==> config.mk <==
export PLATFORM = sky130hd
export DESIGN_NAME = ahb2_arbiter
export DESIGN_NICKNAME = d
export VERILOG_FILES = /design/src/rtl/ahb2_arbiter.sv
export SDC_FILE = /design/constraint.sdc
export NUM_CORES = 1
export LEC_CHECK = 0
export ABC_AREA = 1
export CAP_MARGIN = 20
export CORE_ASPECT_RATIO = 0.7
export CORE_MARGIN = 2
export CORE_UTILIZATION = 50
export DETAILED_ROUTE_END_ITERATION = 7
export PLACE_DENSITY_LB_ADDON = 0.08
export SYNTH_ARGS = -nofsm -noshare
export SYNTH_HDL_FRONTEND = slang
export SYNTH_SLANG_ARGS = --single-unit
==> constraint.sdc <==
create_clock -name hclk -period 1.73 [get_ports hclk]
set_input_delay 0.519 -clock hclk [delete_from_list [all_inputs] [get_ports hclk]]
set_output_delay 0.519 -clock hclk [all_outputs]
set_load 0.005 [all_outputs]
==> src/rtl/ahb2_arbiter.sv <==
// AMBA2 AHB bus arbiter for NUM_MST masters: round-robin grant that is held across
// fixed-length bursts and locked sequences, with registered grant, owner and lock outputs.
module ahb2_arbiter #(
    parameter  int NUM_MST     = 4,
    parameter  int DEFAULT_MST = 0,
    localparam int MST_W       = $clog2(NUM_MST)
) (
    input  logic               hclk,
    input  logic               hreset_n,
    input  logic [NUM_MST-1:0] hbusreq_i,
    input  logic [NUM_MST-1:0] hlock_i,
    input  logic [1:0]         htrans_i,
    input  logic [2:0]         hburst_i,
    input  logic               hready_i,
    input  logic [1:0]         hresp_i,
    output logic [NUM_MST-1:0] hgrant_o,
    output logic [MST_W-1:0]   hmaster_o,
    output logic               hmastlock_o
);

    localparam int PW = MST_W + 1;

    localparam logic [1:0] TR_IDLE    = 2'b00;
    localparam logic [1:0] TR_BUSY    = 2'b01;
    localparam logic [1:0] TR_NONSEQ  = 2'b10;
    localparam logic [1:0] TR_SEQ     = 2'b11;
    localparam logic [1:0] RESP_OKAY  = 2'b00;
    localparam logic [1:0] RESP_RETRY = 2'b10;
    localparam logic [1:0] RESP_SPLIT = 2'b11;

    localparam logic [NUM_MST-1:0] GRANT_ONE = NUM_MST'(1);
    localparam logic [NUM_MST-1:0] GRANT_RST = GRANT_ONE << DEFAULT_MST;

    logic [MST_W-1:0] grant_idx;
    logic [MST_W-1:0] winner;
    logic [MST_W-1:0] rr_ptr;
    logic [PW-1:0]    pos;
    logic             found;
    logic             lock_hold;
    logic             arb_ok;
    logic [4:0]       beat_cnt;
    logic [4:0]       beat_nxt;

    // Remaining beats after the NONSEQ of a fixed-length burst; SINGLE/INCR are open-ended.
    function automatic logic [4:0] burst_beats(input logic [2:0] burst);
        case (burst)
            3'd2, 3'd3: burst_beats = 5'd3;
            3'd4, 3'd5: burst_beats = 5'd7;
            3'd6, 3'd7: burst_beats = 5'd15;
            default:    burst_beats = 5'd0;
        endcase
    endfunction

    always_comb begin
        grant_idx = '0;
        for (int k = 0; k < NUM_MST; k++) begin
            if (hgrant_o[k]) grant_idx = MST_W'(k);
        end
    end

    // Round-robin search starting just after rr_ptr and wrapping back onto rr_ptr itself.
    always_comb begin
        winner = MST_W'(DEFAULT_MST);
        found  = 1'b0;
        pos    = '0;
        for (int i = 1; i <= NUM_MST; i++) begin
            pos = {1'b0, rr_ptr} + PW'(i);
            if (pos >= PW'(NUM_MST)) pos = pos - PW'(NUM_MST);
            if (!found && hbusreq_i[pos[MST_W-1:0]]) begin
                found  = 1'b1;
                winner = pos[MST_W-1:0];
            end
        end
    end

    always_comb begin
        beat_nxt = beat_cnt;
        if (hresp_i != RESP_OKAY) begin
            beat_nxt = '0;
        end else if (hready_i) begin
            case (htrans_i)
                TR_IDLE:   beat_nxt = '0;
                TR_BUSY:   beat_nxt = beat_cnt;
                TR_NONSEQ: beat_nxt = burst_beats(hburst_i);
                TR_SEQ:    if (beat_cnt != '0) beat_nxt = beat_cnt - 5'd1;
                default:   beat_nxt = beat_cnt;
            endcase
        end
    end

    // hmastlock_o keeps the grant one transfer past hlock deassertion; RETRY/SPLIT break any hold.
    assign lock_hold = hlock_i[grant_idx] || hmastlock_o;
    assign arb_ok    = ((beat_cnt <= 5'd1) && !lock_hold)
                       || (hresp_i == RESP_RETRY) || (hresp_i == RESP_SPLIT);

    always_ff @(posedge hclk or negedge hreset_n) begin
        if (!hreset_n) begin
            hgrant_o    <= GRANT_RST;
            hmaster_o   <= MST_W'(DEFAULT_MST);
            hmastlock_o <= 1'b0;
            beat_cnt    <= '0;
            rr_ptr      <= MST_W'(DEFAULT_MST);
        end else begin
            beat_cnt <= beat_nxt;
            if (hready_i) begin
                hmaster_o   <= grant_idx;
                hmastlock_o <= hlock_i[grant_idx];
            end
            if (arb_ok) begin
                hgrant_o <= GRANT_ONE << winner;
                if (winner != grant_idx) rr_ptr <= winner;
            end
        end
    end

endmodule

---- Yosys cells after proc, flatten, opt, wreduce, memory -nomap -nowiden ----
Cells that the tools add are included.
word-level totals
  flip-flop bits (word level) ............. 14
  output and inout port bits .............. 7
  word-level logic and storage cells ...... 88
operators by class
  add/subtract/negate cells ............... 9
  magnitude comparators ................... 10
  equal/unequal tests ..................... 14
  shift operators ......................... 1
  multiplexer cells ....................... 29
  reductions and logical operators ........ 20
operators by type and width
  kind                                                            count
  two-way mux 2 bit                                               10
  less-than comparator 2 x 3 -> 1 bit, second input constant      5
  two-way mux 5 bit                                               3
  case mux 5 bit (3 select lines)                                 1
  equality test 3 bit, second input constant                      4
  greater-or-equal comparator 3 bit, second input constant        4
  case mux 4 bit (3 select lines)                                 1
  binary-select mux 1 bit (select 2 bit)                          5
  two-way mux 1 bit                                               9
  equality test 2 bit, second input constant                      4
  subtractor 2 x 1 -> 2 bit, second input constant                4
  adder 2 x 2 -> 3 bit, second input constant                     2
  equality test 3 x 2 -> 1 bit, second input constant             2
  OR reduction 2 bit                                              3
  less-or-equal comparator 5 x 1 -> 1 bit, second input constant  1
  nonzero test 5 bit                                              1
  subtractor 5 x 1 -> 5 bit, second input constant                1
  logical AND 1 bit                                               4
  zero test 1 bit                                                 4
  nonzero test 2 bit                                              2
  left shift 1 x 2 -> 4 bit, first input constant                 1
  adder 2 x 1 -> 3 bit, second input constant                     1
  adder 2 x 3 -> 3 bit, second input constant                     1
  logical OR 1 bit                                                3
  7 further kinds                                                 7

---- Depth between registers and ports, before layout ----
Gate-level depths: netlist (run 1).
  word-level depth ........................ 17
  mapped depth ............................ 16

---- Least setup slack after synthesis (run 1) ----
OpenSTA, ideal clock, no wires.
  kind .................................... input port to flip-flop
  start ................................... in hbusreq_i[3]
  end ..................................... reg rr_ptr[1]
  library setup time ...................... 0.117 ns
  arrival ................................. 1.442 ns
  setup slack ............................. 0.172 ns
  stages .................................. 12
  path buffers ............................ 0
  cell sequence ........................... inv_1 -> nand2_1 -> nand3_1 -> nand2_4 -> nor2_4 -> nand4_1 -> nand2_4 -> nand2_2 -> nand3_2 -> nand2_2 -> nand2_1 -> nand2_1
between the ends
  longest elaborated chain between the ends .. 14
ends and longest elaborated chain
  what                                     line  RTL
  from (decl)                              10    input logic [NUM_MST-1:0] hbusreq_i,
  binary-select mux 1 bit (select 2 bit)   69    if (!found && hbusreq_i[pos[MST_W-1:0]]) begin
  two-way mux 1 bit (not written as such)  69
  two-way mux 1 bit                        69
  zero test 1 bit                          69
  logical AND 1 bit                        69
  two-way mux 1 bit                        69
  zero test 1 bit                          69
  logical AND 1 bit                        69
  two-way mux 1 bit                        69
  zero test 1 bit                          69
  logical AND 1 bit                        69
  two-way mux 2 bit (*)                    69
  != test 2 bit                            111   if (winner != grant_idx) rr_ptr <= winner;
  AND reduction 2 bit (no line)            n/a
  to (signal assigned)                     102   rr_ptr <= MST_W'(DEFAULT_MST);
  to (signal assigned)                     111
  to (decl)                                36    logic [MST_W-1:0] rr_ptr;
Every way passes the cells marked *; elsewhere a longest branch is shown, timed or not. The select of a mux whose other input is x is not followed.
A chain may end at the register's enable or synchronous reset.

---- Worst setup path after layout (run 1) ----
  start ................................... reg rr_ptr[0]
  end ..................................... reg rr_ptr[0]
between the ends
  longest elaborated chain between the ends .. 17
ends and longest elaborated chain
  what                                                                            line  RTL
  adder 2 x 1 -> 3 bit                                                            67    pos = {1'b0, rr_ptr} + PW'(i);
  greater-or-equal comparator 3 bit or subtractor 2 x 1 -> 2 bit (tied branches)  68    if (pos >= PW'(NUM_MST)) pos = pos - PW'(NUM_MST);
  two-way mux 2 bit                                                               68
  binary-select mux 1 bit (select 2 bit)                                          69
  two-way mux 1 bit (not written as such)                                         69
  two-way mux 1 bit                                                               69
  zero test 1 bit                                                                 69
  logical AND 1 bit                                                               69
  two-way mux 1 bit                                                               69
  zero test 1 bit                                                                 69
  logical AND 1 bit                                                               69
  two-way mux 1 bit                                                               69
  zero test 1 bit                                                                 69
  logical AND 1 bit                                                               69
  two-way mux 2 bit (*)                                                           69
  != test 2 bit                                                                   111
  AND reduction 2 bit (no line)                                                   n/a
Marks and branches as above.

==> summary by stage, run 1 <==
Run status
The run finished, with violations left. The final reports fail on negative setup slack.

Clocking
The total clock sinks is 14. The buffer type at the clock tree root is sky130_fd_sc_hd__clkbuf_4. The count of H-tree levels built during CTS is 1. For the worst-skew pair, the clock arrives at the later sink with an insertion delay of about 290 ps.

Buffers inserted during clock tree synthesis total 3. The worst-case clock buffer depth is 2. After clock tree synthesis, the clock-pin slew on the worst setup and hold paths is 90 ps. The TritonCTS clock tree is done. The number of hold buffers added after cts is 0.

Worst setup path
The endpoint identified for the worst register-to-register timing path is rr_ptr[0]. The worst register-to-register path has a setup slack of -50 ps. The kind of end point of the critical path is a flip-flop.

The classification of the worst setup path is reg2reg. The number of buffers and inverters on the critical path is 1. The source of the worst register-to-register timing path is rr_ptr[0]. Along the worst path, the maximum fanout reaches 5. The critical path required time is 1960 ps. The arrival time at the worst endpoint is between 2000 and 2500 ps. The largest incremental delay on the critical path is around 490 ps.

On the critical path, the stage with the largest delay is an instance of sky130_fd_sc_hd__dfrtp_2. The critical path startpoint category is a flip-flop. The kind of cell adding the most delay to the critical path is simple AND/OR/NAND/NOR gates. The signal on the critical path passes through buf_6 > nand2_4 > nand2_4 > nand2_2 > nand2_4 > a21oi_1 > nand2_1 > nand2_4 > nand2_2 > nand2_2 > nand3_4 > nand2_2 > nand2_1 > nand2_1. The worst-case reg-to-reg path depth is 14.

Timing
The final max-slew violation count is 0. Setup repair after global routing could not meet its margin everywhere. The final setup TNS is -159 ps. Across the routed clock network, the largest skew measured is between 6 and 7 ps.

The worst path setup slack after routing is -51.4 ps. The achievable frequency is 561 MHz. The worst-case headroom to the max-slew limit is 84.0%. The ratio of final minimum period to clock period is 103%. The final hold violation count is 0. Setup violations remaining at the end of the flow were counted as 4. The smallest clock period supported by the final layout is computed as 1780 ps. The transition time of the tightest slew-check pin is around 240 ps.

Finish
The number of antenna repair diodes is 0. The library cells used most frequently in the layout, excluding fill and tap cells, are sky130_fd_sc_hd__nand2_1, sky130_fd_sc_hd__inv_1, sky130_fd_sc_hd__buf_4. Leaving out fill and tap cells, the most frequent cell in the layout is sky130_fd_sc_hd__nand2_1. Measured on the finished design, the core utilization comes to 77.1%. The post-layout net count is 222. In the final layout, the share of cells above drive strength 1 is 33.3%. Relative to the synthesized area, the layout overhead comes to 47.5%. The number of fill cells in the layout is between 150 and 200.

GRT
In the global route stage, overall resource usage came out at 25.7%. The pin count of the biggest net entering global routing is 15. The first global-routing pass estimated 4970 um of wire.

The initial antenna violation count is 0. For this run the aggregate overflow at the end of global routing stands at 0. The via count of the first global-routing pass is between 1000 and 1500.

Route
The vias per cell is between 5 and 6. For this block, the via count after detailed routing is 1180. The remaining antenna violation count after routing is 0. For this block, the routed nets add up to between 3000 and 4000 um of wire.

After detailed routing, the average wire length per cell comes to 13.7 um. The first detailed-routing pass took 4 iterations. The iteration-0 DRC count of the detailed router is 105. For this run, design rule violations remaining after detail routing come to 0.

Synth
Of the total synthesized cell area, the portion taken by XOR and XNOR cells is 1.57%. Counting every net in the synthesized netlist gives 176. Summing the areas of all compound-gate instances in the mapped netlist gives 12.0% of the synthesized area. The number of library cell types mapped by synthesis is 26.

The mapped netlist covers 1120 um^2. The number of instances in the synthesized netlist is roughly 160. The area share of and/or/nand/nor cells after synthesis is 42.3%.

Yosys printed 0 warnings. The adder-cell area share of the yosys netlist is 2.24%. Multiplexer cells account for 0% of the synthesized area. The post-synthesis sequential area ratio is between 30% and 40%.

After synthesis, the largest family of logic cells by area is simple AND/OR/NAND/NOR gates. The total of flip-flops plus latches after synthesis is 14. The mean area per synthesized cell is 7.16 um^2.

Floorplan
In this run the standard cell core region covers about 2100 um^2. The number of placed I/O pins is 25. Measured along the x axis, the die boundary spans 60.5 um. The initialized floorplan defines 14 standard-cell rows. The initial core utilization is between 50% and 60%. The area of the die is 2630 um^2. Measured along the y axis, the die boundary spans around 44 um.

Pwr
Summed over all cells, the static leakage comes to 0.875 nW. In this run the power spent charging and discharging nets is roughly 1.4 mW. Cell internal power was estimated by the tool at 1.51 mW. The clock power share is between 8 and 9%. The fraction of power spent switching nets is 48.5%. The logic gate share of total power is 73.2%. The peak ir drop on the vdd network is between 1 and 1.5 mV.

Of the total power, registers draw a little under a fifth. The power density over cell area is 1780 nW/um^2.

Placement
The number of input and output port buffers inserted is 23. The final estimated routing congestion in global placement is 0.827. The estimated wirelength of the detail-placed design is about 2300 um.

Min path
The worst hold path passes through 2 cells. The worst hold path begins at hgrant_o[0]. The min-delay analysis places its worst path in the category reg2reg. The worst hold path endpoint is hgrant_o[0].

Run
The max-cap check violation count is 0.
-- worst min-delay path: stages (launching register included) --
cell and delay (ps):
sky130_fd_sc_hd__dfstp_2 380, sky130_fd_sc_hd__nand3_1 70, sky130_fd_sc_hd__o21ai_1 60
-- layout make-up --
| type | count | area, um^2 | share of cell area (%) |
|---|---|---|---|
| multi-input cells | 115 | 728 | 44.2 |
| repair buffers | 42 | 382 | 23.2 |
| flip-flops and latches | 14 | 354 | 21.5 |
| inverters | 26 | 108 | 6.53 |
| well taps | 32 | 40.0 | 2.43 |
| clock buffers | 4 | 36.3 | 2.20 |
-- power by group through the flow --
stage / Clock (mW) / Combinational, mW / Sequential (mW)
detailed placement: 0 / 1.70 / 0.551
global placement: 0 / 1.64 / 0.542
floorplan: 0 / 1.19 / 0.507
finish: 0.246 / 2.15 / 0.539
CTS: 0.248 / 1.88 / 0.529
global route: 0.267 / 2.32 / 0.549
-- flip-flops by register name, summed over array words and instances (netlist names) --
signal	count
beat_cnt	5
hgrant_o	4
hmaster_o	2
hmastlock_o	1
rr_ptr	2
-- worst max-delay path by stage --
stage / start / to / slack, ps / cells after the start
2_1_floorplan: hbusreq_i[3] / rr_ptr[1] / 170 / 12
3_3_place_gp: hbusreq_i[3] / rr_ptr[0] / -400 / 14
3_5_place_dp: hbusreq_i[3] / rr_ptr[0] / -480 / 14
4_1_cts: rr_ptr[0] / rr_ptr[0] / -40 / 15
5_1_grt: rr_ptr[0] / rr_ptr[0] / -150 / 15
6_report: rr_ptr[0] / rr_ptr[0] / -50 / 14
-- through the flow --
step | hold slack (ps) | worst slack (ps) | power, mW | area (um^2) | instances
after floorplan | 223 | 172 | 1.69 | 1120 | 156
after global placement | 469 | -404 | 2.18 | 1450 | 220
after detailed placement | 504 | -480 | 2.25 | 1450 | 220
after CTS | 525 | -39.2 | 2.66 | 1560 | 229
after global routing | 520 | -154 | 3.14 | 1650 | 233
final | 507 | -51.4 | 2.93 | 1650 | 233
-- Yosys cell counts (all sizes together) --
master | instances | area share [%]
clkinv | 1 | 0.34
a21oi | 4 | 1.8
dfstp | 1 | 2.4
ha | 2 | 2.2
o22ai | 7 | 3.9
buf | 1 | 1.0
nand2 | 61 | 29
nor4 | 1 | 0.56
xor2 | 2 | 1.6
o32ai | 1 | 0.78
nor2 | 12 | 4.7
o21ai | 7 | 3.5
a31oi | 1 | 0.56
nand4 | 2 | 1.1
inv | 25 | 9.1
a22oi | 1 | 0.67
o221ai | 1 | 0.78
dfrtp | 13 | 29
nand3 | 13 | 7.2
-- cell families (layout without fill, tap and decap cells) --
logic type | after synthesis | after routing
xor+xnor | 2 | 2
fa+ha+maj | 2 | 2
buf+inv | 27 | 72
flops | 14 | 14
simple gates | 89 | 89
compound gates | 22 | 22
-- timing repair --
action	in CTS	in global routing
pin swaps	11	11
resized for setup	19	18
hold endpoints to repair	0	0
endpoints found under the setup margin	8	11
setup buffers	5	4
-- per-layer routing --
metal / track usage [%] / part of all wire, % / up-vias
met5: 0 / 0 / -
met4: 4.35 / 0.47 / 0
met3: 6.57 / 8.0 / 6
met2: 40.7 / 49 / 53
met1: 36.4 / 43 / 523
li1: - / - / 598
Note: power is estimated with default switching activity, not from simulation.
==> run 2: changes to the inputs <==
--- a/config.mk
+++ b/config.mk
@@ -6,11 +6,13 @@
 export NUM_CORES = 1
 export LEC_CHECK = 0
 export ABC_AREA = 1
+export ABC_CLOCK_PERIOD_IN_PS = 1730
 export CAP_MARGIN = 20
 export CORE_ASPECT_RATIO = 0.7
 export CORE_MARGIN = 2
 export CORE_UTILIZATION = 50
 export DETAILED_ROUTE_END_ITERATION = 7
+export GPL_TIMING_DRIVEN = 0
 export PLACE_DENSITY_LB_ADDON = 0.08
 export SYNTH_ARGS = -nofsm -noshare
 export SYNTH_HDL_FRONTEND = slang
==> summary by stage, run 2 (synthesis results as in run 1) <==
Clocking
The TritonCTS clock tree is done. The total clock sinks is 14 (unchanged). The number of hold buffers added after cts is 0 (unchanged). The worst-case clock buffer depth is 2 (unchanged). The insertion delay of the later-clocked pin in the worst-skew pair is 280 ps (about the same).

The count of H-tree levels built during CTS is 1 (unchanged). The number of buffers created by CTS is 3 (unchanged). The clock-pin slew on the worst setup and hold paths came to 90 ps (about the same).

The buffer type at the clock tree root is sky130_fd_sc_hd__clkbuf_4.

Placement
The final estimated routing congestion in global placement is 0.855 (+3.3%). The instance area at placement is 1390 um^2 (-4.4%). The number of instances in the placed design was 211 (-4.1%). The number of input and output port buffers inserted is 23 (unchanged).

The estimated wirelength of the detail-placed design came to 2110 um (-8.9%).

Route
The remaining routing DRC violations is 0 (unchanged). The remaining antenna violation count after routing is 0 (unchanged). The vias per cell is 5.33 (+5.2%). The post-detailed-routing wire length was 3390 um (+6.5%). The iteration-0 DRC count of the detailed router was 106 (+0.95%). The via total after detailed routing is 1215 (+3.0%).

The number of iterations in the first detailed-routing pass is 4 (unchanged). The mean routed wirelength per cell came to 14.9 um (+8.9%).

Min path
The type of the tightest min-delay check is reg2reg. The number of cells on the worst hold path was 2 (unchanged). The hold path startpoint is hmaster_o[0].

For hold timing, the worst endpoint is hmaster_o[0].

Finish
The fraction of final layout cells sized beyond drive strength 1 is 34.2% (+0.85 points). The sequential standard cell area is 353 um^2 (-0.35%). The number of flip-flops under the largest register name is 5 (unchanged). The final non-filler cell area was 1650 um^2 (-0.15%). Ranked by flip-flop count, first place goes to beat_cnt.

The area added between synthesis and finish is 47.3%. The post-layout net count was 217 (-2.3%). The non-filler instance count after layout is 228 (-2.1%). In the layout the commonest cells are sky130_fd_sc_hd__nand2_1, sky130_fd_sc_hd__inv_1, sky130_fd_sc_hd__clkdlybuf4s50_1. The area of the multi-input gates is 761 um^2 (+4.5%). The most frequent standard cell in the layout excluding fill and tap cells is sky130_fd_sc_hd__nand2_1.

The number of antenna repair diodes is 0 (unchanged). The number of fill cells in the layout is 162 (+1.3%). The largest registers in the layout are beat_cnt x5, hgrant_o x4.

Worst setup path
The arrival time at the worst endpoint was 1950 ps (-60 ps). The critical path required time was 1910 ps (-50 ps). The source of the worst register-to-register timing path is rr_ptr[0].

The classification of the worst setup path is reg2reg. The worst-case reg-to-reg path depth was 14 (unchanged). The top fanout value on the critical path is 6 (+1). In this run the critical register-to-register path is captured at rr_ptr[0]. The setup slack on the worst flop-to-flop path is -30 ps (+20 ps). The critical path startpoint category is a flip-flop. The kind of end point of the critical path is a flip-flop.

Floorplan
The die extent in y is 43.6 um (unchanged). The number of placed I/O pins is 25 (unchanged). The area of the die was 2630 um^2 (unchanged).

The initial core utilization is 52.3% (unchanged). The area of the core came to 2140 um^2 (unchanged). The standard-cell row count is 14 (unchanged). The width of the die is 60.5 um (unchanged).

Pwr
The power density over cell area was 1820 nW/um^2 (+2.1%). The logic gate share of total power is 74.6% (+1.4 points). The leakage power summed over all cells is 0.843 nW (-3.6%).

The share of power burned in registers came to 17.4% (-1.0 points). The fraction of power spent switching nets is 50.0% (+1.5 points). The internal power of the cells is 1.50 mW (-1.0%). The peak ir drop on the vdd network was 1.23 mV (+7.8%).

The net switching component of the power is 1.49 mW (+5.0%). The clock power share is 8.0% (-0.4 points).

Run status
The final reports fail on negative setup slack. The flow ran to the end, but the final reports show violations.

Timing
The clock tree skew after final layout came to 0.996 ps (-5.23 ps). The worst-case headroom to the max-slew limit is 57.6% (-26 points). The count of endpoints failing setup in the final report is 4 (unchanged). The final critical delay including setup and external delays is 1760 ps (-20.0 ps). The transition time of the tightest slew-check pin is 634 ps (+397 ps).

The final hold violation count is 0 (unchanged). The ratio of final minimum period to clock period is 102% (-1.2 points). The achievable frequency is 568 MHz (+1.1%). Setup repair after global routing could not meet its margin everywhere. The worst path setup slack after routing is -31.5 ps (+20.0 ps).

The final max-slew violation count is 0 (unchanged).

GRT
The overall track demand over capacity in global routing came to 23.6% (-2.1 points). The pin count of the biggest net entering global routing came to 15 (unchanged). The wire length of the first global-routing pass is 4620 um (-6.9%). The total grt overflow is 0 (unchanged). The via count of the first global-routing pass is 1022 (-4.8%). The initial antenna violation count is 0 (unchanged).

Run
The max-cap check violation count is 0 (unchanged).
run 2: cell types whose count changed in the layout (fill, tap and decap cells not counted), moves of 2 or more:
cell	previous run	this run
sky130_fd_sc_hd__buf_4	17	11
sky130_fd_sc_hd__nand2_2	16	14
sky130_fd_sc_hd__nor2_1	11	8
sky130_fd_sc_hd__nor2_2	0	3
run 2: routing by layer:
layer | vias to the layer above | GRT usage (%) | share of wire [%]
met2 | 50 | 36.1 | 49
met5 | - | 0 | 0
met1 | 579 | 33.1 | 43
met4 | 0 | 3.91 | 0.80
li1 | 582 | - | -
met3 | 4 | 8.36 | 7.8
run 2: critical path, cell delays in order, from the launching register on:
cell and delay (ps):
sky130_fd_sc_hd__dfrtp_1 400, sky130_fd_sc_hd__buf_6 150, sky130_fd_sc_hd__clkinv_8 70, sky130_fd_sc_hd__buf_8 110
sky130_fd_sc_hd__nand2_2 60, sky130_fd_sc_hd__nand3_2 80, sky130_fd_sc_hd__nand2_4 60, sky130_fd_sc_hd__nor2_4 80
sky130_fd_sc_hd__nand3_2 110, sky130_fd_sc_hd__nand3_2 120, sky130_fd_sc_hd__nand3_1 110, sky130_fd_sc_hd__nand3_2 120
sky130_fd_sc_hd__nand2_2 70, sky130_fd_sc_hd__nand2_1 60, sky130_fd_sc_hd__nand2_1 50
run 2: layout make-up:
| cell class | count | area share, % |
|---|---|---|
| repair buffers | 36 | 20.2 |
| well taps | 32 | 2.43 |
| plain buffers | 1 | 0.684 |
| multi-input cells | 115 | 46.2 |
| flip-flops and latches | 14 | 21.4 |
| clock buffers | 4 | 2.21 |
| inverters | 26 | 6.84 |
run 2: how the worst max path moves through the flow:
stage            startpoint        end  cells past startpoint
6_report          rr_ptr[0]  rr_ptr[0]                     14
5_1_grt           rr_ptr[0]  rr_ptr[0]                     15
4_1_cts           rr_ptr[1]  rr_ptr[1]                     14
3_5_place_dp   hbusreq_i[3]  rr_ptr[1]                     13
3_3_place_gp   hbusreq_i[3]  rr_ptr[0]                     14
2_1_floorplan  hbusreq_i[3]  rr_ptr[1]                     12
run 2: power by group through the flow:
stage	combinational, mW	sequential (mW)	clock [mW]
floorplan	1.19	0.507	0
global placement	1.54	0.511	0
detailed placement	1.59	0.515	0
CTS	1.67	0.501	0.239
global route	2.41	0.525	0.259
finish	2.23	0.519	0.240
run 2: timing repair:
action                                  CTS  global route
endpoints found under the setup margin    7             8
cloned                                    0             1
gates resized for setup                   9            36
setup buffers                             2            10
pin swaps                                 4            16
run 2: through the flow:
step                power, mW  setup TNS [ps]  utilization (%)  hold slack, ps  worst slack, ps
CTS                      2.41               0             67.5             496             16.2
global placement         2.05           -2000             64.9             468             -396
detailed placement       2.10           -2210             64.9             476             -435
finish                   2.99            -109             77.0             504            -31.5
global route             3.19            -800             77.0             528             -180
floorplan                1.69               0                -             223              172
